**src/rtl/div_pkg.sv**
```systemverilog
// Shared constants for the sequential divider: FSM state encoding and default width.
package div_pkg;

  localparam int STATE_W   = 2;
  localparam int DEF_WIDTH = 8;

  typedef enum logic [STATE_W-1:0] {
    S_IDLE = 2'd0,
    S_RUN  = 2'd1,
    S_DONE = 2'd2
  } state_t;

endpackage

```
**src/rtl/div_datapath.sv**
```systemverilog
// Restoring shift-subtract datapath: R/Q/D registers, trial subtractor, optional sign fix.
// Signed operation is compiled in with SEQ_DIVIDER_SIGNED_EN.
module div_datapath #(
  parameter int WIDTH = 8
) (
  input  logic             clk,
  input  logic             rst,
  input  logic             load,
  input  logic             step,
  input  logic             fix,
  input  logic [WIDTH-1:0] dividend,
  input  logic [WIDTH-1:0] divisor,
  output logic [WIDTH-1:0] quotient,
  output logic [WIDTH-1:0] remainder,
  output logic             dz
);

  logic [WIDTH-1:0] q_r, r_r, d_r;
  logic             dz_r;
  logic [WIDTH:0]   trial;
  logic [WIDTH-1:0] q_step, r_step, q_fin, r_fin;
  logic [WIDTH-1:0] a_ld, b_ld;

  always_comb begin
    trial = {r_r, q_r[WIDTH-1]} - {1'b0, d_r};
    if (!trial[WIDTH]) begin
      r_step = trial[WIDTH-1:0];
      q_step = {q_r[WIDTH-2:0], 1'b1};
    end else begin
      r_step = {r_r[WIDTH-2:0], q_r[WIDTH-1]};
      q_step = {q_r[WIDTH-2:0], 1'b0};
    end
  end

`ifdef SEQ_DIVIDER_SIGNED_EN
  logic sign_q, sign_r;

  // Magnitudes go through the unsigned core; -2^(W-1) stays as its unsigned pattern.
  always_comb begin
    a_ld  = dividend[WIDTH-1] ? -dividend : dividend;
    b_ld  = divisor[WIDTH-1]  ? -divisor  : divisor;
    q_fin = (fix && sign_q) ? -q_step : q_step;
    r_fin = (fix && sign_r) ? -r_step : r_step;
  end

  always_ff @(posedge clk or posedge rst) begin
    if (rst) begin
      sign_q <= 1'b0;
      sign_r <= 1'b0;
    end else if (load) begin
      sign_q <= dividend[WIDTH-1] ^ divisor[WIDTH-1];
      sign_r <= dividend[WIDTH-1];
    end
  end
`else
  logic unused_fix;
  assign unused_fix = fix;

  always_comb begin
    a_ld  = dividend;
    b_ld  = divisor;
    q_fin = q_step;
    r_fin = r_step;
  end
`endif

  always_ff @(posedge clk or posedge rst) begin
    if (rst) begin
      q_r  <= '0;
      r_r  <= '0;
      d_r  <= '0;
      dz_r <= 1'b0;
    end else if (load) begin
      d_r <= divisor;
      if (divisor == '0) begin
        dz_r <= 1'b1;
        q_r  <= '1;
        r_r  <= dividend;
      end else begin
        dz_r <= 1'b0;
        q_r  <= a_ld;
        r_r  <= '0;
        d_r  <= b_ld;
      end
    end else if (step) begin
      q_r <= q_fin;
      r_r <= r_fin;
    end
  end

  assign quotient  = q_r;
  assign remainder = r_r;
  assign dz        = dz_r;

endmodule

```
**src/rtl/seq_divider.sv**
```systemverilog
// Multi-cycle divider top: St/Idle/Done controller driving div_datapath.
// Define SEQ_DIVIDER_SIGNED_EN for two's-complement operands.
module seq_divider
  import div_pkg::*;
#(
  parameter int WIDTH = DEF_WIDTH,
  parameter int CNT_W = $clog2(WIDTH)
) (
  input  logic             Clk,
  input  logic             Rst,
  input  logic             St,
  input  logic [WIDTH-1:0] Dividend,
  input  logic [WIDTH-1:0] Divisor,
  output logic             Idle,
  output logic             Done,
  output logic [WIDTH-1:0] Quotient,
  output logic [WIDTH-1:0] Remainder,
  output logic             Dz
);

  state_t           state, state_nxt;
  logic [CNT_W-1:0] cnt, cnt_nxt;
  logic             load, step, fix;

  always_ff @(posedge Clk or posedge Rst) begin
    if (Rst) begin
      state <= S_IDLE;
      cnt   <= '0;
    end else begin
      state <= state_nxt;
      cnt   <= cnt_nxt;
    end
  end

  always_comb begin
    state_nxt = state;
    cnt_nxt   = cnt;
    load      = 1'b0;
    step      = 1'b0;
    fix       = 1'b0;
    case (state)
      S_IDLE: begin
        if (St) begin
          load      = 1'b1;
          cnt_nxt   = CNT_W'(WIDTH - 1);
          // A zero divisor is resolved at load time, so RUN is skipped.
          state_nxt = (Divisor == '0) ? S_DONE : S_RUN;
        end
      end
      S_RUN: begin
        step = 1'b1;
        if (cnt == '0) begin
          fix       = 1'b1;
          state_nxt = S_DONE;
        end else begin
          cnt_nxt = cnt - 1'b1;
        end
      end
      S_DONE:  state_nxt = S_IDLE;
      default: state_nxt = S_IDLE;
    endcase
  end

  assign Idle = (state == S_IDLE);
  assign Done = (state == S_DONE);

  div_datapath #(.WIDTH(WIDTH)) u_dp (
    .clk      (Clk),
    .rst      (Rst),
    .load     (load),
    .step     (step),
    .fix      (fix),
    .dividend (Dividend),
    .divisor  (Divisor),
    .quotient (Quotient),
    .remainder(Remainder),
    .dz       (Dz)
  );

endmodule

```
**config.mk**
```make
export PLATFORM = sky130hd
export DESIGN_NAME = seq_divider
export DESIGN_NICKNAME = d
export VERILOG_FILES = /design/src/rtl/div_pkg.sv /design/src/rtl/div_datapath.sv /design/src/rtl/seq_divider.sv
export SDC_FILE = /design/constraint.sdc
export NUM_CORES = 1
export LEC_CHECK = 0
export CAP_MARGIN = 20
export CORE_MARGIN = 10
export CORE_UTILIZATION = 35
export DETAILED_ROUTE_END_ITERATION = 16
export PLACE_DENSITY = 0.57
export SETUP_SLACK_MARGIN = 0.02
export SLEW_MARGIN = 10
export SYNTH_ARGS = -nofsm -noshare
export SYNTH_HDL_FRONTEND = slang
export SYNTH_SLANG_ARGS = --single-unit
```
**constraint.sdc**
```tcl
create_clock -name Clk -period 2.4 [get_ports Clk]
set_input_delay 0.48 -clock Clk [delete_from_list [all_inputs] [get_ports Clk]]
set_output_delay 0.48 -clock Clk [all_outputs]
set_load 0.02 [all_outputs]
```
After elaboration in Yosys (flattened, before gate mapping):

Index checks and enable logic that the tools add are counted.

* flip-flop bits (word level): 30
* input bits: 19
* output and inout bits: 19
* word-level logic and storage cells: 39

* $add $sub $neg: 2
* equality and inequality tests: 5
* muxes and demuxes: 19
* reduce and logical (&&, ||, !) cells: 7

Operators with widths (number)
* 2-to-1 mux 8 bit: 7
* subtractor 9 x 8 -> 9 bit: 1
* zero test 8 bit: 1
* 2-to-1 mux 2 bit: 3
* 2-to-1 mux 3 bit: 2
* inequality test 2 bit, second input constant: 3
* one-hot mux 3 bit (2 select lines): 1
* 2-to-1 mux 1 bit: 5
* one-hot mux 2 bit (2 select lines): 1
* nonzero test 2 bit: 2
* zero test 3 bit: 1
* AND reduction 3 bit: 1
* subtractor 3 x 1 -> 3 bit, second input constant: 1
* equality test 2 x 1 -> 1 bit, second input constant: 1
* equality test 2 bit, second input constant: 1
* zero test 2 bit: 1
* AND reduction 2 bit: 1

Logic depth before layout (Yosys ltp):

* depth after elaboration: 4
* depth in mapped cells: 10
* gate-level depth less buffers: 10

Cells and area by module:

A second synthesis with hierarchy kept.

* cells, all modules: 222
* area total of the unflattened synthesis: 1975.6 µm²

Modules (own cells, without submodules)
* div_datapath: times used 1, cells an instance 192, area an instance 1649.1 µm², sequential area each 625.6 µm²
* seq_divider: times used 1, cells an instance 30, area an instance 326.6 µm², sequential area each 125.1 µm²

Worst setup path after synthesis:

OpenSTA, ideal clock, no wires.

* path kind: reg-to-reg
* start: register u_dp.q_r[7] (netlist: u_dp.quotient[7])
* end: register u_dp.r_r[0] (netlist: u_dp.remainder[0])
* setup time: 0.080 ns
* data arrival time: 2.361 ns
* required time: 2.320 ns
* slack: -0.041 ns
* cell stages (with the launch flop): 11
* path buffers: 0
* period minus slack after synthesis: 2.441 ns
* cells stage by stage: dfrtp_1 > inv_1 > ha_1 > inv_1 > fa_1 > a21o_2 > nand4_2 > a32oi_4 > xnor2_4 > mux2_4 > o211ai_2

* longest elaborated chain between the ends: 4

Ends and longest elaborated chain
* start: declaration: RTL line div_datapath.sv:18 `logic [WIDTH-1:0] q_r, r_r, d_r;`
* start signal: assignment: RTL line div_datapath.sv:81 `q_r <= a_ld;`
* start signal: assignment: RTL line div_datapath.sv:86 `q_r <= q_fin;`
* subtractor 9 x 8 -> 9 bit: RTL line div_datapath.sv:25 `trial = {r_r, q_r[WIDTH-1]} - {1'b0, d_r};`
* 2-to-1 mux 8 bit *: RTL line div_datapath.sv:26 `if (!trial[WIDTH]) begin`
* 2-to-1 mux 8 bit *: RTL line div_datapath.sv:85 `end else if (step) begin`
* 2-to-1 mux 8 bit *: RTL line div_datapath.sv:73 `end else if (load) begin`
* end signal: assignment: RTL line div_datapath.sv:78 `r_r <= dividend;`
* end signal: assignment: RTL line div_datapath.sv:87 `r_r <= r_fin;`
* end: declaration: RTL line div_datapath.sv:18

Every way passes the cells marked *; elsewhere a longest branch is shown, timed or not. The select of a mux whose other input is x is not followed.
A chain may end at the register's enable or synchronous reset.

Worst setup path in the final report:

* start: register u_dp.q_r[7] (netlist: u_dp.quotient[7])
* end: register u_dp.r_r[5] (netlist: u_dp.remainder[5])

* longest elaborated chain between the ends: 4

Ends and longest elaborated chain (RTL line)
* subtractor 9 x 8 -> 9 bit: div_datapath.sv:25
* 2-to-1 mux 8 bit: div_datapath.sv:26
* 2-to-1 mux 8 bit: div_datapath.sv:85
* 2-to-1 mux 8 bit: div_datapath.sv:73

Every way passes these cells. The select of a mux whose other input is x is not followed.

==> impl_metrics.ini <==
[run_status]
status = completed

[route]
drtIter0Drc = 57
num_vias = 1525
route.detailed.vias_per_inst = 4.967
routed_wl_um = 4762
drt_pass1_iterations = 5
drtAntennaViolNets = 0
drc = 0
routedWlPerCell_um = 15.51

[synth]
yosys.area_share.adder_pct = 8.215
synth-seq-cells = 30
yosys-top-cells-area = dfrtp_1 42%, o21ai_0 7.4%, ha_1 7.1%, nand2_1 6.6%, a22oi_1 3.8%
yosys.area_share.simple_pct = 13.53
yosysWarningCount = 0
syn_nets = 220
synth_compound_area_share_pct = 22.31
synth_top_family_by_area = compound AO/OA/AOI/OAI gates
synth-edff-count = 0
synth_cell_type_count = 37
seq_area_frac_synth_pct = 42.49
syn_avg_cell_area_um2 = 9.298
yosysTopAreaCell = dfrtp_1
synthMuxAreaShare_pct = 4.249
syn_area_mm2 = 0.001767
syn_inst = 190
yosys_most_used_dff = dfrtp_1
synth-xor-area-share_pct = 4.533
synth_top_area_share_pct = 42.49
ys_async_sr_fraction_pct = 100.0

[worst_hold_path]
holdPathStages = 1
hp-class = reg2reg
min_to = u_dp.dz
min_from = u_dp.dz

[sta]
relSlewSlack_pct = 69.75
fin_crit_ns = 2.269
setup_violations = 0
tns_ns = 0
fin_worst_skew_ns = 0.007199
setup_slack_ns = 0.1311
fmax_ghz = 0.4407
rsz0062_at_grt = false
hold_viol = 0
tightest_slew_ns = 0.4521
drv_slew = 0
post-route-period-util_pct = 94.54

[worst_setup_path]
r2r-end = u_dp.remainder[5]
cpPeakStageDelay_ns = 0.40
criticalPathCategory = reg2reg
cp_max_fo = 5
reg2reg_from = u_dp.quotient[7]
regToRegSetupSlack_ns = 0.13
crit_chain = inv_2, ha_4, inv_1, fa_2, a21o_4, nand4_4, a32oi_4, xnor2_4, buf_6, mux2i_1, o211ai_1
startpoint_type = flip-flop
worstPathRequired_ns = 2.56
endpoint_kind = flip-flop
arrival_ns = 2.43
cp_slowest_cell = dfrtp_2
reg2reg_depth = 11

[placed_design]
dp_hpwl_um = 3538
portBuffers = 37
place_congestion = 0.7475
preCtsSetupSlack_ns = 0.07862

[global_route]
antenna_found_initial = 0
grt.overflow.total = 0
grt_first_pass_wirelength_um = 8086
grt_pass1_vias = 1574
grt_usage_pct = 11.97
grt_max_degree = 31

[power_and_ir_drop]
p_leak_uw = 0.001049
powerDensity_mw_per_mm2 = 1738
internal_power_uw = 2408
pwr-share-comb_pct = 67.1
pwr-share-clk_pct = 9.6
totalPowerFinal_uw = 4201
p_switching_uw = 1793
ir_drop_mv = 0.7874
p_sw_share_pct = 42.68
power_frac_seq_pct = 23.3

[finish]
n_antenna_cell = 0
drive_gt1_share_pct = 12.92
layout.nets = 271
syn2layout_area_growth_pct = 36.83
final_util_pct = 50.18

[clock_network]
cts_buffer_depth = 2
htreeDepth = 2
cts_buffers = 5
tritoncts = built
numClockSinks = 30
insertion_delay_ns = 0.28
clockRootBuffer = clkbuf_8
ctsHoldBuffers = 0
clk_pin_slew_worst_paths_ns = 0.07

[floorplanning]
die_h_um = 91.05
die_area_mm2 = 0.008289
io_pins = 38
initial_core_util_pct = 36.68
core_mm2 = 0.004817
rows = 25
die_w_um = 91.05

[job]
max_cap_viol_count = 0
synthesized netlist by cell type, types with 2 or more instances:
cell type / count
a21o_1: 3
a21oi_1: 3
a22oi_1: 9
clkbuf_1: 6
dfrtp_1: 30
ha_1: 10
inv_1: 16
mux2i_1: 6
nand2_1: 31
nor2_1: 9
nor2b_1: 4
nor4_1: 2
o211ai_1: 2
o21ai_0: 26
o21ai_1: 2
o22ai_1: 6
xnor2_1: 3
xor2_1: 3
final cells by class:
| cell class | instances | area [um^2] |
|---|---|---|
| clock buffer | 6 | 82.58 |
| multi-input combinational | 138 | 963.4 |
| timing repair buffer | 50 | 475.5 |
| fill | 492 | 2400 |
| sequential | 30 | 752.0 |
| tap | 67 | 83.83 |
| inverter | 16 | 60.06 |
layout by cell type (no fill, tap or decap), types with 2 or more instances in the layout:
cell type        instances
clkbuf_8                 6
nor2_1                   9
inv_1                   15
a21oi_1                  3
o21ai_1                  4
ha_1                     9
buf_6                    2
dfrtp_1                 29
o211ai_1                 2
o21ai_0                 24
xnor2_1                  3
o22ai_1                  6
xor2_1                   3
nand2_1                 31
a21o_1                   3
a22oi_1                  9
mux2i_1                  6
clkdlybuf4s50_1         37
nor4_1                   2
buf_4                   11
nor2b_1                  4
metal layers:
metal  vias up  global-route usage [%]  wire, um  share of wire [%]
li1        765                       -         -                  -
met1       711                   16.50      2463                 52
met2        45                   16.83      1999                 42
met3         4                   4.774       276                5.8
met4         0                   3.133        22               0.46
met5         -                       0         0                  0
worst max-delay path, delay by kind of cell (launching register included):
family,cells,cell delay (ns)
adder cells (fa/ha/maj),2,0.48
AO/OA/AOI/OAI,3,0.46
flip-flops,1,0.40
buffers and inverters,3,0.30
XOR/XNOR,1,0.24
multiplexers,1,0.18
AND/OR/NAND/NOR,1,0.10
logic make-up after synthesis:
kind of cell | after synthesis
flops | 30
simple gates | 53
buf+inv | 22
mux | 7
compound gates | 60
xor+xnor | 7
fa+ha+maj | 11
sequential cells by signal, indices dropped and copies added, names as in the netlist:
register,cells
u_dp.dz,1
u_dp.remainder,8
u_dp.d_r,8
u_dp.quotient,8
state,2
cnt,3
power groups by stage:
stage	sequential [uW]	clock, uW	combinational [uW]
floorplan	1090	0	1710
global placement	984	0	2630
detailed placement	981	0	2660
CTS	978	417	2670
global route	1020	450	3100
finish	979	404	2820
how the worst max path moves through the flow:
stage	to	startpoint	cells after the start
after CTS	u_dp.remainder[5]	u_dp.quotient[7]	11
final	u_dp.remainder[5]	u_dp.quotient[7]	11
after global routing	u_dp.remainder[2]	u_dp.quotient[7]	11
after floorplan	u_dp.remainder[0]	u_dp.quotient[7]	10
after global placement	u_dp.remainder[2]	u_dp.quotient[7]	11
after detailed placement	u_dp.remainder[5]	u_dp.quotient[7]	11
through the flow:
stage / instance area (um^2) / hold WS [ns] / instances
final: 2417 / 0.4980 / 307
after global routing: 2417 / 0.5358 / 307
after CTS: 2375 / 0.4971 / 306
after detailed placement: 2292 / 0.4813 / 300
after global placement: 2292 / 0.4646 / 300
after floorplan: 1770 / 0.4497 / 190
what timing repair did:
item	in CTS	in global routing
setup endpoints to repair	0	8
buffers inserted	0	1
gates resized for setup	0	8
Power figures use the tool's default switching activity.
